File: config.mk
export PLATFORM = sky130hd
export DESIGN_NAME = crc_frame_receiver
export DESIGN_NICKNAME = d
export VERILOG_FILES = /design/src/rtl/crc_pkg.sv /design/src/rtl/crc8_byte_step.sv /design/src/rtl/crc_frame_receiver.sv
export SDC_FILE = /design/constraint.sdc
export NUM_CORES = 1
export LEC_CHECK = 0
export ABC_AREA = 1
export CAP_MARGIN = 0
export CORE_AREA = 2 2 110 112
export CTS_CLUSTER_DIAMETER = 200
export CTS_CLUSTER_SIZE = 24
export DETAILED_ROUTE_END_ITERATION = 6
export DIE_AREA = 0 0 112 114
export PLACE_DENSITY = 0.53
export SLEW_MARGIN = 20
export SYNTH_ARGS = -nofsm -noshare
export SYNTH_HDL_FRONTEND = slang
export SYNTH_SLANG_ARGS = --single-unit
File: constraint.sdc
create_clock -name clk -period 1.9 [get_ports clk]
set_input_delay 0.38 -clock clk [delete_from_list [all_inputs] [get_ports clk]]
set_output_delay 0.38 -clock clk [all_outputs]
set_load 0.05 [all_outputs]
File: src/rtl/crc_pkg.sv
// crc_pkg: CRC-8 constants and FSM encoding shared by the generator and receiver ends
package crc_pkg;
  localparam int CRC_W = 8;
  localparam logic [CRC_W-1:0] DEF_POLY = 8'h07;
  localparam logic [CRC_W-1:0] DEF_INIT = 8'h00;
  localparam logic [0:0] ST_IDLE = 1'b0;
  localparam logic [0:0] ST_HOLD = 1'b1;
endpackage

File: src/rtl/crc8_byte_step.sv
// crc8_byte_step: one byte of MSB-first CRC-8, purely combinational
module crc8_byte_step
  import crc_pkg::*;
#(
  parameter logic [CRC_W-1:0] POLY = DEF_POLY
) (
  input  logic [CRC_W-1:0] crc_in,
  input  logic [7:0]       byte_in,
  output logic [CRC_W-1:0] crc_out
);
  logic [CRC_W-1:0] c;
  always_comb begin
    c = crc_in ^ byte_in;
    for (int i = 0; i < 8; i++) c = c[CRC_W-1] ? ((c << 1) ^ POLY) : (c << 1);
    crc_out = c;
  end
endmodule

File: src/rtl/crc_frame_receiver.sv
// crc_frame_receiver: strips and checks the trailing CRC-8 byte of each frame
module crc_frame_receiver
  import crc_pkg::*;
#(
  parameter logic [CRC_W-1:0] POLY    = DEF_POLY,
  parameter logic [CRC_W-1:0] INIT    = DEF_INIT,
  parameter int               MAX_LEN = 64,
  parameter int               CNT_W   = 16
) (
  input  logic             clk,
  input  logic             reset,
  input  logic             data_valid,
  input  logic [7:0]       data_in,
  input  logic             data_last,
  output logic             out_valid,
  output logic [7:0]       out_data,
  output logic             out_last,
  output logic             frame_done,
  output logic             crc_error,
  output logic             len_error,
  output logic [CNT_W-1:0] frame_count,
  output logic [CNT_W-1:0] error_count
);
  localparam int LEN_W = $clog2(MAX_LEN + 2);
  localparam logic [LEN_W-1:0] LEN_MAX = LEN_W'(MAX_LEN);
  logic [0:0]       state;
  logic [7:0]       hold;
  logic [CRC_W-1:0] crc_reg, crc_nxt;
  logic [LEN_W-1:0] len_cnt;
  logic             held, fin, crc_bad, len_bad;
  crc8_byte_step #(.POLY(POLY)) u_step (.crc_in(crc_reg), .byte_in(hold), .crc_out(crc_nxt));
  // A byte is only known to be payload once its successor arrives, so the check
  // on the CRC byte folds in the still-held final payload byte.
  assign held    = (state == ST_HOLD);
  assign fin     = data_valid & data_last;
  assign crc_bad = held ? (crc_nxt != data_in) : (INIT != data_in);
  assign len_bad = held && (len_cnt >= LEN_MAX);
  always_ff @(posedge clk or negedge reset) begin
    if (!reset) begin
      state       <= ST_IDLE;
      hold        <= '0;
      crc_reg     <= INIT;
      len_cnt     <= '0;
      out_valid   <= 1'b0;
      out_data    <= '0;
      out_last    <= 1'b0;
      frame_done  <= 1'b0;
      crc_error   <= 1'b0;
      len_error   <= 1'b0;
      frame_count <= '0;
      error_count <= '0;
    end else begin
      out_valid  <= data_valid & held;
      out_last   <= fin & held;
      frame_done <= fin;
      crc_error  <= fin & crc_bad;
      len_error  <= fin & len_bad;
      if (fin && ~&frame_count) frame_count <= frame_count + 1'b1;
      if (fin && (crc_bad || len_bad) && ~&error_count) error_count <= error_count + 1'b1;
      if (data_valid) begin
        if (held) out_data <= hold;
        if (fin) begin
          crc_reg <= INIT;
          len_cnt <= '0;
          state   <= ST_IDLE;
        end else begin
          hold  <= data_in;
          state <= ST_HOLD;
          if (held) begin
            crc_reg <= crc_nxt;
            if (len_cnt <= LEN_MAX) len_cnt <= len_cnt + 1'b1;
          end
        end
      end
    end
  end
endmodule

======== Word-level counts from Yosys, hierarchy flattened ========
Index checks and enable logic that the tools add are counted.
storage, ports and cells
  output and inout bits ................... 45
  register bits after elaboration ......... 69
  logic and storage cells ................. 64
cells by class
  add/subtract/negate cells ............... 3
  magnitude comparators ................... 2
  multiplexer cells ....................... 15
  reductions and logical operators ........ 16
  bitwise logic cells ..................... 15
  equality and inequality tests ........... 1
operators with widths
  operator                                                   number
  adder 16 x 1 -> 16 bit (second input constant)             2
  AND reduction 16 bit                                       2
  2-to-1 mux 3 bit                                           8
  NOT 3 bit                                                  8
  2-to-1 mux 7 bit                                           3
  2-to-1 mux 8 bit                                           2
  inequality test 8 bit                                      1
  nonzero test 8 bit                                         1
  bitwise XOR 8 bit                                          1
  adder 7 x 1 -> 7 bit (second input constant)               1
  greater-or-equal comparator 7 bit (second input constant)  1
  less-or-equal comparator 7 bit (second input constant)     1
  AND reduction 2 bit                                        3
  bitwise AND 1 bit                                          5
  logical AND 1 bit                                          4
  nonzero test 2 bit                                         2
  AND reduction 3 bit                                        1
  zero test 1 bit                                            2
  2-to-1 mux 1 bit                                           2
  logical OR 1 bit                                           1
  NOT 1 bit                                                  1

======== Longest topological paths before layout ========
Gate-level depths: netlist of run 1.
  depth in word-level cells ............... 22
  depth in mapped cells ................... 18
  mapped depth without buffers ............ 17

======== Modules after synthesis ========
From an unflattened synthesis of run 1, not the netlist that was laid out.
unflattened totals
  cell total of the unflattened synthesis .. 514
  area total of the unflattened synthesis .. 3887.5 um^2
by module, submodules not included
  module              times used  area each (um^2)  cells each  seq. area each (um^2)
  crc_frame_receiver  1           3509.6            440         1726.7
  crc8_byte_step      1           377.9             74          0.0

======== Least setup slack after synthesis of run 1 ========
No wires, ideal clock.
  kind .................................... register to register
  from .................................... register frame_count[0]
  to ...................................... register frame_count[9]
  arrival time ............................ 1.995 ns
  cell stages (with the launch flop) ...... 12
  path slack .............................. -0.239 ns
  path through ............................ dfrtp_1 ha_1 nand3_1 nor3_1 nand3_1 nand2_1 o21ai_1 inv_1 nor2_1 nand3_1 nor2_1 xor2_1
on the way
  word-level cells in the longest chain between the ends .. 3
  elaborated cells on any way between the ends .. 4
  those cells by class .................... add/sub (1); reduce/logical (3)
ends and longest elaborated chain
  item                                                            RTL line                  text
  start: declaration                                              crc_frame_receiver.sv:21  output logic [CNT_W-1:0] frame_count,
  start signal: assignment                                        crc_frame_receiver.sv:58  if (fin && ~&frame_count) frame_count <= frame_count + 1'b1;
  branches (longest 3 deep; another with adder 16 x 1 -> 16 bit)  -
Parallel ways; which one is timed is not known.
A chain may end at the register's enable or synchronous reset.

======== Final worst setup path of run 1 ========
  from .................................... register hold[6]
  to ...................................... register error_count[7]
on the way
  word-level cells in the longest chain between the ends .. 11
  elaborated cells on any way between the ends .. 12
  those cells by class .................... eq/ne (1); mux (5); bitwise (3); reduce/logical (3)
ends and longest elaborated chain
  item                                RTL line                  text
  start: declaration                  crc_frame_receiver.sv:27  logic [7:0] hold;
  start signal: assignment            crc_frame_receiver.sv:67  hold <= data_in;
  bitwise XOR 8 bit (*)               crc8_byte_step.sv:13      c = crc_in ^ byte_in;
  2-to-1 mux 3 bit (*)                crc8_byte_step.sv:14      for (int i = 0; i < 8; i++) c = c[CRC_W-1] ? ((c << 1) ^ POLY) : (c << 1);
  NOT 3 bit (no source line)          -
  2-to-1 mux 3 bit                    crc8_byte_step.sv:14
  NOT 3 bit (no source line)          -
  2-to-1 mux 3 bit                    crc8_byte_step.sv:14
  inequality test 8 bit (*)           crc_frame_receiver.sv:36  assign crc_bad = held ? (crc_nxt != data_in) : (INIT != data_in);
  2-to-1 mux 1 bit (*)                crc_frame_receiver.sv:36
  logical OR 1 bit (*)                crc_frame_receiver.sv:59  if (fin && (crc_bad || len_bad) && ~&error_count) error_count <= error_count + 1'b1;
  logical AND 1 bit (*) (2 in a row)  crc_frame_receiver.sv:59
  end signal: assignment              crc_frame_receiver.sv:59
  end: declaration                    crc_frame_receiver.sv:22  output logic [CNT_W-1:0] error_count
Mark *: on every way between the ends. The rest lies on a longest branch, timed or not.

==> flow_summary.ini, run 1 <==
[synthesis]
synth_top_cells_by_count = nand2_1 (168), dfrtp_1 (69), nand3_1 (56)
ys.flop_type = dfrtp_1
synth_edf_count = 0
yosysWarnings = 0
synth_cells = 499
synth-compound-area-share_pct = 5.200
post-synth-top-count-cell = nand2_1
synth.largest_area_cell = dfrtp_1
postSynthNetCount = 515
synth_top_family_by_area = simple AND/OR/NAND/NOR gates
syn-mean-instance-area_um2 = 7.522
async_reset_ff_share_pct = 100.0
yosysUniqueCellTypes = 26
synth_mux_area_share_pct = 0
synth-xor-area-share_pct = 5.367
synth.area.top_cells = dfrtp_1 (46%), nand2_1 (17%), nand3_1 (7.5%)
ys_ff_latch = 69
synth_top_area_share_pct = 46.00
synthAdderAreaFrac_pct = 1.333
synth-simple-area-share_pct = 35.03
yosysSeqAreaShare_pct = 46.00
synth_area_um2 = 3754

[detailed_routing]
initialDrtViolationCount = 170
antenna_left = 0
vias = 3668
vias_per_cell = 4.631
drc = 0
wl_per_cell_um = 12.53
wl_um = 9922
dr.pass1.iters = 4

[sta]
tightest_slew_ns = 0.4915
rsz0062_at_grt = true
fin_worst_skew_ns = 0.009464
slew_viol_final = 0
achievable-frequency_mhz = 485.8
tns_ns = -2.118
min_period_ns = 2.059
relSlewSlack_pct = 67.13
setup_viol = 16
finalWorstSetupSlack_ns = -0.1586
period_share_pct = 108.3
finalHoldViolations = 0

[floorplanning]
io_pins = 57
die-width_um = 112
die_y_um = 114
die_area_um2 = 12770
core_region_area_um2 = 11710
start_util_pct = 32.05
num_rows = 40

[placement]
hpwl_um = 6908
post-place-ws_ns = -0.2800
dp.cells = 762
port_buffers = 56
gp_congestion = 0.8330
placed_area_um2 = 4896

[grt]
overflow = 0
grt_pass1_wl_um = 16390
grt_usage_pct = 15.90
grt_max_degree = 55
grt_pass1_vias = 3508
antenna_found_initial = 0

[layout]
finalNonFillerCells = 792
num_antenna_cells = 0
final_cell_area_um2 = 5673
fin_nets = 656
drive_above_1_share_pct = 38.29
top_regs = error_count: 16 flops, frame_count: 16 flops
area_growth_pct = 51.13

[critical_path]
cp_common_cell = nand2_2
crit_family = simple AND/OR/NAND/NOR gates
crit_chain = inv_2 > nand2_2 > nand2_4 > nand2_4 > nand2_4 > nand2_2 > nand2_2 > nand2_1 > nand2_2 > xor2_2 > nand3_2 > nand2_4 > nand2_8 > buf_12 > nand2_2 > nand2_1 > nand2_1
max_stage_delay_ns = 0.44
slowest_stage = dfrtp_2
setup.worst_path.class = flop to flop
crit_required_ns = 2.17
end_kind = flop
worst-path-max-fanout = 7
arrival_ns = 2.33
r2r_slack_ns = -0.16
path_buf_inv = 2
critPathLaunchType = flop

[flow_run]
maxCapViolations = 0

[power_and_ir_drop]
total_power_mw = 6.288
peakVddDrop_mv = 0.9034
powerDensity_nw_per_um2 = 1108
power_leakage_nw = 2.886

[clock_tree]
clockBufferDepth = 2
clk_pin_slew_ns = 0.06
tritoncts = yes
clk_latency_ns = 0.34
cts_htree_levels = 3
clock-sinks = 69
cts-root-buf = clkbuf_16
numCtsBuffers = 9

[status]
status = complete, but fails checks
violations = negative setup slack

[hold_path]
hold_path_class = flop to flop
==> path summary, 6_finish.rpt <==
kind | from | end | depth (start not counted)
hold reg to reg | out_data[7]$_DFFE_PN0P_ | out_data[7]$_DFFE_PN0P_ | 2
hold / removal | out_data[7]$_DFFE_PN0P_ | out_data[7]$_DFFE_PN0P_ | 2
min in group asynchronous | reset | out_valid$_DFF_PN0_ | 2
max in group asynchronous | reset | error_count[0]$_DFFE_PN0P_ | 3
setup reg to reg | hold[6]$_DFFE_PN0P_ | error_count[7]$_DFFE_PN0P_ | 17
setup / recovery | hold[6]$_DFFE_PN0P_ | error_count[7]$_DFFE_PN0P_ | 17
==> area by class of cell <==
class | count | area (um2)
flip-flops and latches | 69 | 1734
clock inverters | 5 | 58.81
multi-input cells | 365 | 2106
fillers | 1176 | 6038
inverters | 60 | 227.7
repair buffers | 135 | 1110
well taps | 147 | 183.9
clock buffers | 11 | 252.7
==> worst min-delay path: cells and delay by family (launching register included) <==
family	cells	cell delay, ns
DFF	1	0.34
AOI/OAI and AO/OA	1	0.06
and+or+nand+nor	1	0.05
==> what timing repair did <==
action                                 in CTS  in global routing
gates resized for setup                    47                 49
gates cloned                                2                  0
endpoints found under the hold margin      15                  0
buffers inserted                            5                  7
hold buffers                                1                  0
setup endpoints to repair                  17                 26
pin swaps                                  28                 24
==> where the power goes <==
part           switching, mW  internal [mW]  total [mW]
clock                  0.652           1.09        1.74
combinational           1.58           1.01        2.59
sequential             0.245           1.72        1.96
total                   2.47           3.81        6.29
==> metrics by stage <==
stage                     utilization, %  hold WS (ns)
final                              48.44        0.4853
after floorplan                        -       0.08441
after detailed placement           41.81        0.3449
after global routing               48.44        0.5107
after global placement             41.81        0.3306
after CTS                          46.69        0.4913
==> per-layer routing <==
metal	vias up	global-route usage [%]	part of all wire, %
li1	1878	-	-
met1	1725	21.80	48
met2	53	25.54	48
met3	12	2.604	2.6
met4	0	5.854	1.5
met5	-	0	0
==> placed cells by master (no fill, tap or decap), drive strengths merged, types with 12 or more instances in the layout <==
master	count
clkdlybuf4s50	12
buf	121
xor2	19
nand3	56
nor2	26
inv	60
nor3	15
o21ai	25
nand2	192
dfrtp	69
==> cell families (layout without fill, tap and decap cells) <==
| kind of cell | count (synthesis) | after routing |
|---|---|---|
| flip-flops | 69 | 69 |
| buffers and inverters | 66 | 211 |
| AO/OA/AOI/OAI | 37 | 37 |
| XOR/XNOR | 23 | 23 |
| AND/OR/NAND/NOR | 300 | 301 |
| adder cells (fa/ha/maj) | 4 | 4 |
Power figures use the tool's default switching activity.
==> inputs of run 2 (changes only) <==
Settings changed: PLACE_DENSITY 0.53 to 0.64.
==> run 2 against run 1 <==
Net effect: the flow still finishes with violations (negative setup slack); register-to-register slack about the same; combinational power down 3%; via count down 0.30%; critical path type unchanged; largest power group unchanged.
==> flow_summary.ini, run 2 (synthesis results as in run 1) <==
[sta]
fin_worst_skew_ns = 0.003544
finalWorstSetupSlack_ns = -0.1509
rsz0062_at_grt = true
setup_viol = 17
period_share_pct = 107.9
slew_viol_final = 0
achievable-frequency_mhz = 487.6
tightest_slew_ns = 0.5086
relSlewSlack_pct = 65.99
finalHoldViolations = 0
whs_ns = 0.03295
tns_ns = -1.986
min_period_ns = 2.051

[detailed_routing]
antenna_left = 0
dr.pass1.iters = 4
drc = 0
wl_um = 9731
vias_per_cell = 4.701
initialDrtViolationCount = 151
wl_per_cell_um = 12.51
vias = 3657

[layout]
area_growth_pct = 44.90
final_cell_area_um2 = 5439
finalNonFillerCells = 778
top_regs = error_count: 16 flops, frame_count: 16 flops
mostFrequentLayoutCells = nand2_1 (138), buf_4 (102), dfrtp_1 (64), inv_1 (46), nand3_1 (45)
final_common_cell = nand2_1
num_antenna_cells = 0
fin_nets = 642
drive_above_1_share_pct = 33.28

[critical_path]
crit_required_ns = 2.18
crit_family = simple AND/OR/NAND/NOR gates
end_kind = flop
rr_endpoint = error_count[7]$_DFFE_PN0P_
worst-path-max-fanout = 8
setup.worst_path.class = flop to flop
r2r-start = hold[7]$_DFFE_PN0P_
cp_common_cell = nand2_2
crit_chain = inv_2 > nand2_2 > nand2_4 > nand2_2 > nand2_2 > nand2_2 > nand2_4 > buf_4 > nand2_1 > nand3_1 > nor3_2 > nand3_1 > nand2_2 > nand2_4 > clkbuf_16 > nand2_1 > nand2_1 > nand2_1
slowest_stage = dfrtp_1
r2r_slack_ns = -0.15
arrival_ns = 2.33
critPathLaunchType = flop
max_stage_delay_ns = 0.41
r2r_cells = 18
path_buf_inv = 3

[grt]
grt_usage_pct = 15.42
grt_pass1_wl_um = 15910
grt_max_degree = 70
antenna_found_initial = 0
grt_pass1_vias = 3528
overflow = 0

[floorplanning]
core_region_area_um2 = 11710
die_area_um2 = 12770
die_y_um = 114
start_util_pct = 32.05
num_rows = 40
io_pins = 57
die-width_um = 112

[clock_tree]
clk_pin_slew_ns = 0.06
cts_htree_levels = 3
clock-sinks = 69
clockBufferDepth = 2
cts-root-buf = clkbuf_16
clk_latency_ns = 0.34
numCtsBuffers = 9
ctsHoldBuffers = 0
tritoncts = yes

[status]
violations = negative setup slack
status = complete, but fails checks

[power_and_ir_drop]
power_leakage_nw = 2.777
peakVddDrop_mv = 0.7990
powerDensity_nw_per_um2 = 1146

[flow_run]
maxCapViolations = 0

[hold_path]
hold_path_class = input port to asynchronous set/reset pin

[placement]
dp.cells = 745
post-place-ws_ns = -0.2391
placed_area_um2 = 4761
hpwl_um = 6894
gp_congestion = 0.8595
port_buffers = 56
==> run 2: final cells by class <==
| type | count | area (um2) |
|---|---|---|
| Clock buffer | 12 | 236.5 |
| Multi-Input combinational cell | 364 | 1991 |
| Timing Repair Buffer | 122 | 997.2 |
| Clock inverter | 4 | 72.57 |
| Inverter | 60 | 225.2 |
| Tap cell | 147 | 183.9 |
| Fill cell | 1131 | 6272 |
| Sequential cell | 69 | 1733 |
==> run 2: worst max path at each step <==
stage / from / endpoint / slack [ns] / cells past startpoint
3_5_place_dp: data_last / len_cnt[6]$_DFFE_PN0P_ / -0.24 / 10
2_1_floorplan: frame_count[8]$_DFFE_PN0P_ / frame_count[9]$_DFFE_PN0P_ / -0.05 / 12
4_1_cts: hold[7]$_DFFE_PN0P_ / error_count[9]$_DFFE_PN0P_ / -0.08 / 16
5_1_grt: hold[6]$_DFFE_PN0P_ / error_count[10]$_DFFE_PN0P_ / -0.34 / 18
3_3_place_gp: data_in[5] / error_count[1]$_DFFE_PN0P_ / -0.23 / 8
6_report: hold[7]$_DFFE_PN0P_ / error_count[7]$_DFFE_PN0P_ / -0.15 / 18
==> run 2: report_power, final <==
part / internal (mW) / switching, mW / leakage, nW / total, mW
clock network: 1.15 / 0.617 / 0.147 / 1.76
logic: 0.971 / 1.53 / 1.74 / 2.50
registers: 1.72 / 0.249 / 0.892 / 1.96
==> run 2: timing repair <==
item                                    4_1_cts  5_1_grt
pin swaps                                     6       30
gates resized for setup                      28       40
gates cloned                                  0        1
endpoints found under the setup margin       16       28
buffers inserted                              8        8
==> run 2: per-stage QoR <==
| stage | utilization [%] | total power, mW |
|---|---|---|
| 2_1_floorplan | - | 3.355 |
| 3_3_place_gp | 40.65 | 4.042 |
| 3_5_place_dp | 40.65 | 4.103 |
| 4_1_cts | 44.52 | 6.067 |
| 5_1_grt | 46.44 | 6.572 |
| 6_report | 46.44 | 6.233 |
==> run 2: routing by layer <==
layer | wire length (um) | global-route usage (%) | vias up
met2 | 4910 | 26.95 | 55
li1 | - | - | 1850
met1 | 4313 | 18.95 | 1738
met5 | 0 | 0 | -
met4 | 179 | 6.341 | 0
met3 | 328 | 2.710 | 14
